**src/rtl/sram_sync.sv**
```systemverilog
// Single-port synchronous RAM with a registered, one-cycle-latency read port.
// Define SRAM_INIT_ZERO_EN to make rst also clear the storage array.
module sram_sync #(
   parameter int unsigned SIZE       = 16,
   parameter int unsigned DATA_WIDTH = 32,
   parameter int unsigned ADDR_WIDTH = 4
) (
   input  logic                  clk,
   input  logic                  rst,
   input  logic [ADDR_WIDTH-1:0] addr,
   input  logic                  re,
   input  logic                  we,
   input  logic [DATA_WIDTH-1:0] data_in,
   output logic [DATA_WIDTH-1:0] data_out
);

   logic [DATA_WIDTH-1:0] mem [SIZE];
   logic [DATA_WIDTH-1:0] data_q;
   logic                  in_range;

   assign in_range = (32'(addr) < SIZE);
   assign data_out = data_q;

   // Read-before-write falls out of non-blocking semantics on a shared address.
   always_ff @(posedge clk) begin
      if (rst) begin
         data_q <= '0;
      end else if (re) begin
         data_q <= in_range ? mem[addr] : '0;
      end
   end

`ifdef SRAM_INIT_ZERO_EN
   always_ff @(posedge clk) begin
      if (rst) begin
         for (int i = 0; i < int'(SIZE); i++) begin
            mem[i] <= '0;
         end
      end else if (we && in_range) begin
         mem[addr] <= data_in;
      end
   end
`else
   // No reset on the array so it can map onto block RAM.
   always_ff @(posedge clk) begin
      if (!rst && we && in_range) begin
         mem[addr] <= data_in;
      end
   end
`endif

endmodule

```
**config.mk**
```make
export PLATFORM = sky130hd
export DESIGN_NAME = sram_sync
export DESIGN_NICKNAME = d
export VERILOG_FILES = /design/src/rtl/sram_sync.sv
export SDC_FILE = /design/constraint.sdc
export NUM_CORES = 1
export LEC_CHECK = 0
export ABC_CLOCK_PERIOD_IN_PS = 4800
export CORE_MARGIN = 10
export CORE_UTILIZATION = 45
export DETAILED_ROUTE_END_ITERATION = 12
export PLACE_DENSITY = 0.62
export SYNTH_ARGS = -nofsm -noshare
export SYNTH_HDL_FRONTEND = slang
export SYNTH_SLANG_ARGS = --single-unit
```
**constraint.sdc**
```tcl
create_clock -name clk -period 4.8 [get_ports clk]
set_input_delay 0.48 -clock clk [delete_from_list [all_inputs] [get_ports clk]]
set_output_delay 0.48 -clock clk [all_outputs]
set_load 0.01 [all_outputs]
```
==> impl_metrics.json, run 1 <==
{
  "status": "complete, no violations",
  "cts_root_buffer": "clkbuf_16",
  "cp_data_required_time_ps": 4990,
  "finalSetupViolations": 0,
  "wl_per_cell_um": 25.34,
  "power_density_nw_per_um2": 420.3,
  "critPathMaxFanout": 32,
  "synth_top_cell_by_area": "edfxtp_1",
  "placed_area_um2": 22030,
  "syn_inst": 1115,
  "die_w_um": 235.0,
  "drive_gt1_share_pct": 12.86,
  "yosysWarnings": 0,
  "cts_tree": "built",
  "portBuffers": 71,
  "ir_worst_vdd_uv": 270.5,
  "synthTopCellsByArea": "edfxtp_1 (74%), mux2i_1 (9.2%), mux4_2 (3.5%), dfxtp_1 (3.1%), o22ai_1 (1.6%)",
  "regArea_um2": 16020,
  "final.min_clock_period_ps": 2564,
  "tightest_slew_ps": 1221,
  "rsz0062_at_grt": "false",
  "maxCapViolations": 0,
  "nets": 1224,
  "grt_first_pass_wirelength_mm": 69.21,
  "grt_overflow": 0,
  "grt_usage_pct": 16.39,
  "place_hpwl_mm": 26.27,
  "multi_input_area_um2": 4439,
  "finalCritPeriodShare_pct": 53.43,
  "p_comb_share_pct": 5.4,
  "fillers": 3552,
  "syn-cell-area_um2": 20800,
  "startpoint_type": "input pin",
  "cts_resized": 0,
  "dieArea_um2": 55230,
  "swShare_pct": 20.48,
  "cp.arrival_ps": 2760,
  "wl_mm": 46.37,
  "seq_area_frac_synth_pct": 76.99,
  "core_area_um2": 45580,
  "viasPerCell": 5.711,
  "fin_area_um2": 23790,
  "syn_avg_cell_area_um2": 18.66,
  "seqPwrFrac_pct": 52.9,
  "fmax_ghz": 0.3900,
  "fp.dieH_um": 235.0,
  "routabilityCongestion": 0.7646,
  "slew_violations": 0,
  "ys_ff_latch": 544,
  "fin_skew_ps": 20.27,
  "p_leak_nw": 7.882,
  "setup_tns_ps": 0,
  "ant_nets": 0,
  "switchingPower_mw": 2.048,
  "antenna_found_initial": 0,
  "critPathKind": "in -> reg",
  "rows": 78,
  "ys_types": 26,
  "clkTransAtPathRegs_ps": 60,
  "final-hold-violation-count": 0,
  "route.detailed.drc": 0,
  "cts_sinks": 544,
  "syn-num-nets": 1155,
  "p_int_mw": 7.951,
  "vias": 10450,
  "synth_top_area_share_pct": 73.91,
  "cts_hold_buffers": 0,
  "hold_class": "reg -> reg",
  "grt_max_degree": 76,
  "drtIter0Drc": 1033,
  "holdWs_ps": 485.3,
  "start_util_pct": 45.64,
  "grt_pass1_vias": 10480,
  "fin_ws_ps": 2236,
  "clock_power_share_pct": 41.7,
  "slew_headroom_pct": 18.39,
  "io_pins": 72,
  "area_growth_pct": 14.37,
  "cp-end-kind": "flop",
  "cts_setup_buffers": 0,
  "cts_max_path_buffers": 3,
  "dr.pass1.iters": 5,
  "cts_buffers": 53,
  "clk_latency_ps": 590,
  "dp_slack_ps": 1616,
  "post-route-util_pct": 52.20,
  "cts.htree.levels": 2
}
[power by group through the flow]
stage | clock, mW | sequential [mW] | combinational (mW)
6_report | 4.17 | 5.29 | 0.537
5_1_grt | 4.42 | 5.29 | 0.576
4_1_cts | 4.25 | 5.29 | 0.540
3_5_place_dp | 0 | 5.39 | 0.539
3_3_place_gp | 0 | 5.39 | 0.532
2_1_floorplan | 0 | 5.39 | 0.290
[synthesized netlist by cell type, drive strengths merged]
master	number
or3b	3
nand3	18
a221oi	16
mux4	32
o22ai	64
clkbuf	20
nor2	77
dfxtp	32
nand2b	2
buf	52
nand2	18
nor2b	2
mux2i	192
nor3	4
o21ai	16
nand3b	5
or3	1
a311oi	32
a2bb2oi	16
edfxtp	512
and2	1
[final cells by class]
class | instances | share of cell area [%]
multi-input combinational | 499 | 18.66
clock inverter | 24 | 1.125
clock buffer | 76 | 6.284
antenna | 1 | 0.01052
timing repair buffer | 86 | 3.455
tap | 600 | 3.155
sequential | 544 | 67.31
[per-layer routing]
layer | GRT usage [%] | share of wire (%) | vias to the layer above
li1 | - | - | 4657
met1 | 23.23 | 45 | 5385
met2 | 25.71 | 47 | 348
met3 | 2.658 | 6.5 | 61
met4 | 4.639 | 1.8 | 0
met5 | 0 | 0 | -
[critical path, stage by stage]
cell             delay [ps]
clkdlybuf4s50_1         570
nor2b_1                 300
nand3b_1                340
nor2_4                 1040
[cells in the final DEF, fill, tap and decap left out, types with 14 or more instances in the layout]
cell,synthesis,routed
nand2_1,18,18
a221oi_1,16,16
nor2_1,77,65
edfxtp_1,512,512
dfxtp_1,32,32
clkdlybuf4s50_1,0,65
a2bb2oi_1,16,16
o21ai_1,16,16
clkbuf_1,20,17
buf_4,12,14
nand3_1,18,18
clkbuf_16,0,55
o22ai_1,53,53
a311oi_1,32,32
mux2i_1,192,192
mux4_2,32,32
[final timing paths]
| kind | slack (ps) | cells past startpoint | from | endpoint |
|---|---|---|---|---|
| max | 2240 | 4 | we | mem[9][3] |
| min | 490 | 2 | data_out[24] | data_out[24] |
| max reg2reg | 3210 | 3 | mem[1][23] | data_out[23] |
| min reg2reg | 490 | 2 | data_out[24] | data_out[24] |
[logic make-up after synthesis]
| logic type | Yosys count | synth area share [%] |
|---|---|---|
| DFF | 544 | 76.99 |
| and+or+nand+nor | 131 | 2.731 |
| buffers and inverters | 72 | 2.243 |
| muxes | 224 | 12.70 |
| AOI/OAI and AO/OA | 144 | 5.335 |
[flip-flops by register name (all words and copies together), names as in the netlist]
name,flops
mem,512
data_out,32
[metrics by stage]
| step | instances | total power, mW |
|---|---|---|
| 2_1_floorplan | 1115 | 5.683 |
| 3_3_place_gp | 1729 | 5.922 |
| 3_5_place_dp | 1729 | 5.931 |
| 4_1_cts | 1829 | 10.08 |
| 5_1_grt | 1829 | 10.29 |
| 6_report | 1830 | 9.999 |
(Power assumes the default switching activity.)
==> run 2: changes to the inputs <==
--- a/config.mk
+++ b/config.mk
@@ -5,11 +5,11 @@
 export SDC_FILE = /design/constraint.sdc
 export NUM_CORES = 1
 export LEC_CHECK = 0
-export ABC_CLOCK_PERIOD_IN_PS = 4800
+export ABC_CLOCK_PERIOD_IN_PS = 2120
 export CORE_MARGIN = 10
 export CORE_UTILIZATION = 45
 export DETAILED_ROUTE_END_ITERATION = 12
-export PLACE_DENSITY = 0.62
+export PLACE_DENSITY = 0.64
 export SYNTH_ARGS = -nofsm -noshare
 export SYNTH_HDL_FRONTEND = slang
 export SYNTH_SLANG_ARGS = --single-unit
==> constraint.sdc (replaced) <==
create_clock -name clk -period 2.12 [get_ports clk]
set_input_delay 0.212 -clock clk [delete_from_list [all_inputs] [get_ports clk]]
set_output_delay 0.212 -clock clk [all_outputs]
set_load 0.01 [all_outputs]
==> impl_metrics.json, run 2 (same netlist as run 1, synthesis figures left out) <==
{
  "p_leak_nw": 8.299,
  "hold_class": "in -> reg",
  "seqPwrFrac_pct": 53.1,
  "cp.buffers_inverters": 1,
  "antenna_found_initial": 0,
  "start_util_pct": 45.64,
  "cts_buffers": 53,
  "final.min_clock_period_ps": 1804,
  "cts_hold_buffers": 0,
  "cts.htree.levels": 2,
  "clk_latency_ps": 590,
  "fin_ws_ps": 315.5,
  "fin_area_um2": 24630,
  "cp.arrival_ps": 1590,
  "vias": 10800,
  "rsz0062_at_grt": "false",
  "mostFrequentLayoutCells": "edfxtp_1 (512), mux2i_1 (192), nor2_1 (65), clkdlybuf4s50_1 (65), buf_4 (58)",
  "fmax_ghz": 0.5542,
  "dr.pass1.iters": 7,
  "slew_headroom_pct": 50.39,
  "rrSetupSlack_ps": 690,
  "wl_mm": 47.63,
  "fp.dieH_um": 235.0,
  "tightest_slew_ps": 741.8,
  "cts_setup_buffers": 0,
  "core_area_um2": 45580,
  "cp_top_family": "buffers and inverters",
  "placed_area_um2": 22910,
  "rows": 78,
  "cts_tree": "built",
  "cts_sinks": 544,
  "startpoint_type": "flop",
  "status": "complete, no violations",
  "nets": 1294,
  "drive_gt1_share_pct": 17.19,
  "grt_usage_pct": 16.92,
  "cts_root_buffer": "clkbuf_16",
  "ir_worst_vdd_uv": 664.0,
  "switchingPower_mw": 4.667,
  "fin_skew_ps": 21.88,
  "final_common_cell": "edfxtp_1",
  "top_register": "mem",
  "clkTransAtPathRegs_ps": 60,
  "grt_max_degree": 65,
  "largest_register_ffs": 512,
  "fillers": 3482,
  "dp_slack_ps": -182.9,
  "area_growth_pct": 18.39,
  "crit_path_max_incr_delay_ps": 610,
  "finalCritPeriodShare_pct": 85.12,
  "p_int_mw": 17.87,
  "clock_power_share_pct": 41.1,
  "finalSetupViolations": 0,
  "cp_data_required_time_ps": 1910,
  "drtIter0Drc": 855,
  "place_hpwl_mm": 28.99,
  "ant_nets": 0,
  "slew_violations": 0,
  "critPathKind": "reg -> out",
  "power_density_nw_per_um2": 914.9,
  "crit_chain": "clkdlybuf4s50_1",
  "cp-end-kind": "output pin",
  "grt_overflow": 0,
  "cts_max_path_buffers": 3,
  "io_pins": 72,
  "cts_resized": 0,
  "viasPerCell": 5.693,
  "critPathMaxFanout": 2,
  "grt_pass1_vias": 11000,
  "grt_first_pass_wirelength_mm": 71.45,
  "route.detailed.drc": 0,
  "swShare_pct": 20.71,
  "p_comb_share_pct": 5.8,
  "die_w_um": 235.0,
  "cpMaxStageDelayCell": "clkdlybuf4s50_1",
  "routabilityCongestion": 0.7746,
  "portBuffers": 71,
  "setup_tns_ps": 0,
  "wl_per_cell_um": 25.11,
  "n_antenna_cell": 0,
  "maxCapViolations": 0,
  "dieArea_um2": 55230,
  "final-hold-violation-count": 0
}
## run 2: layout make-up
cell class	instances	area [um2]	share of cell area (%)
Sequential cell	544	16020	65.03
Multi-Input combinational cell	499	4463	18.12
Timing Repair Buffer	156	1682	6.828
Clock buffer	66	1406	5.711
Tap cell	600	750.7	3.048
Clock inverter	32	310.3	1.260
## run 2: path summary, 6_finish.rpt
check / cells after the start / endpoint / start
setup / recovery: 1 / data_out[2] / data_out[2]
hold / removal: 4 / data_out[31] / re
setup reg to reg: 4 / data_out[20] / mem[12][20]
hold reg to reg: 2 / data_out[29] / data_out[29]
## run 2: through the flow
step / instances / hold slack (ps) / power, mW / utilization [%]
2_1_floorplan: 1115 / 310.9 / 12.89 / -
3_3_place_gp: 1799 / 475.9 / 13.49 / 50.27
3_5_place_dp: 1799 / 480.2 / 13.51 / 50.27
4_1_cts: 1897 / 160.7 / 22.71 / 54.04
5_1_grt: 1897 / 178.3 / 23.25 / 54.04
6_report: 1897 / 182.7 / 22.53 / 54.04
## run 2: power by group through the flow
stage                     Sequential, mW  Clock [mW]  Combinational [mW]
after global placement              12.2           0                1.29
after global routing                12.0        9.87                1.39
after floorplan                     12.2           0               0.680
final                               12.0        9.26                1.30
after CTS                           12.0        9.42                1.31
after detailed placement            12.2           0                1.31
## run 2: routing by layer
| layer | GRT usage, % | up-vias | wire, um |
|---|---|---|---|
| li1 | - | 4799 | - |
| met1 | 23.11 | 5576 | 20650 |
| met2 | 27.31 | 358 | 23070 |
| met3 | 3.206 | 66 | 3010 |
| met4 | 4.522 | 0 | 896 |
| met5 | 0 | - | 0 |
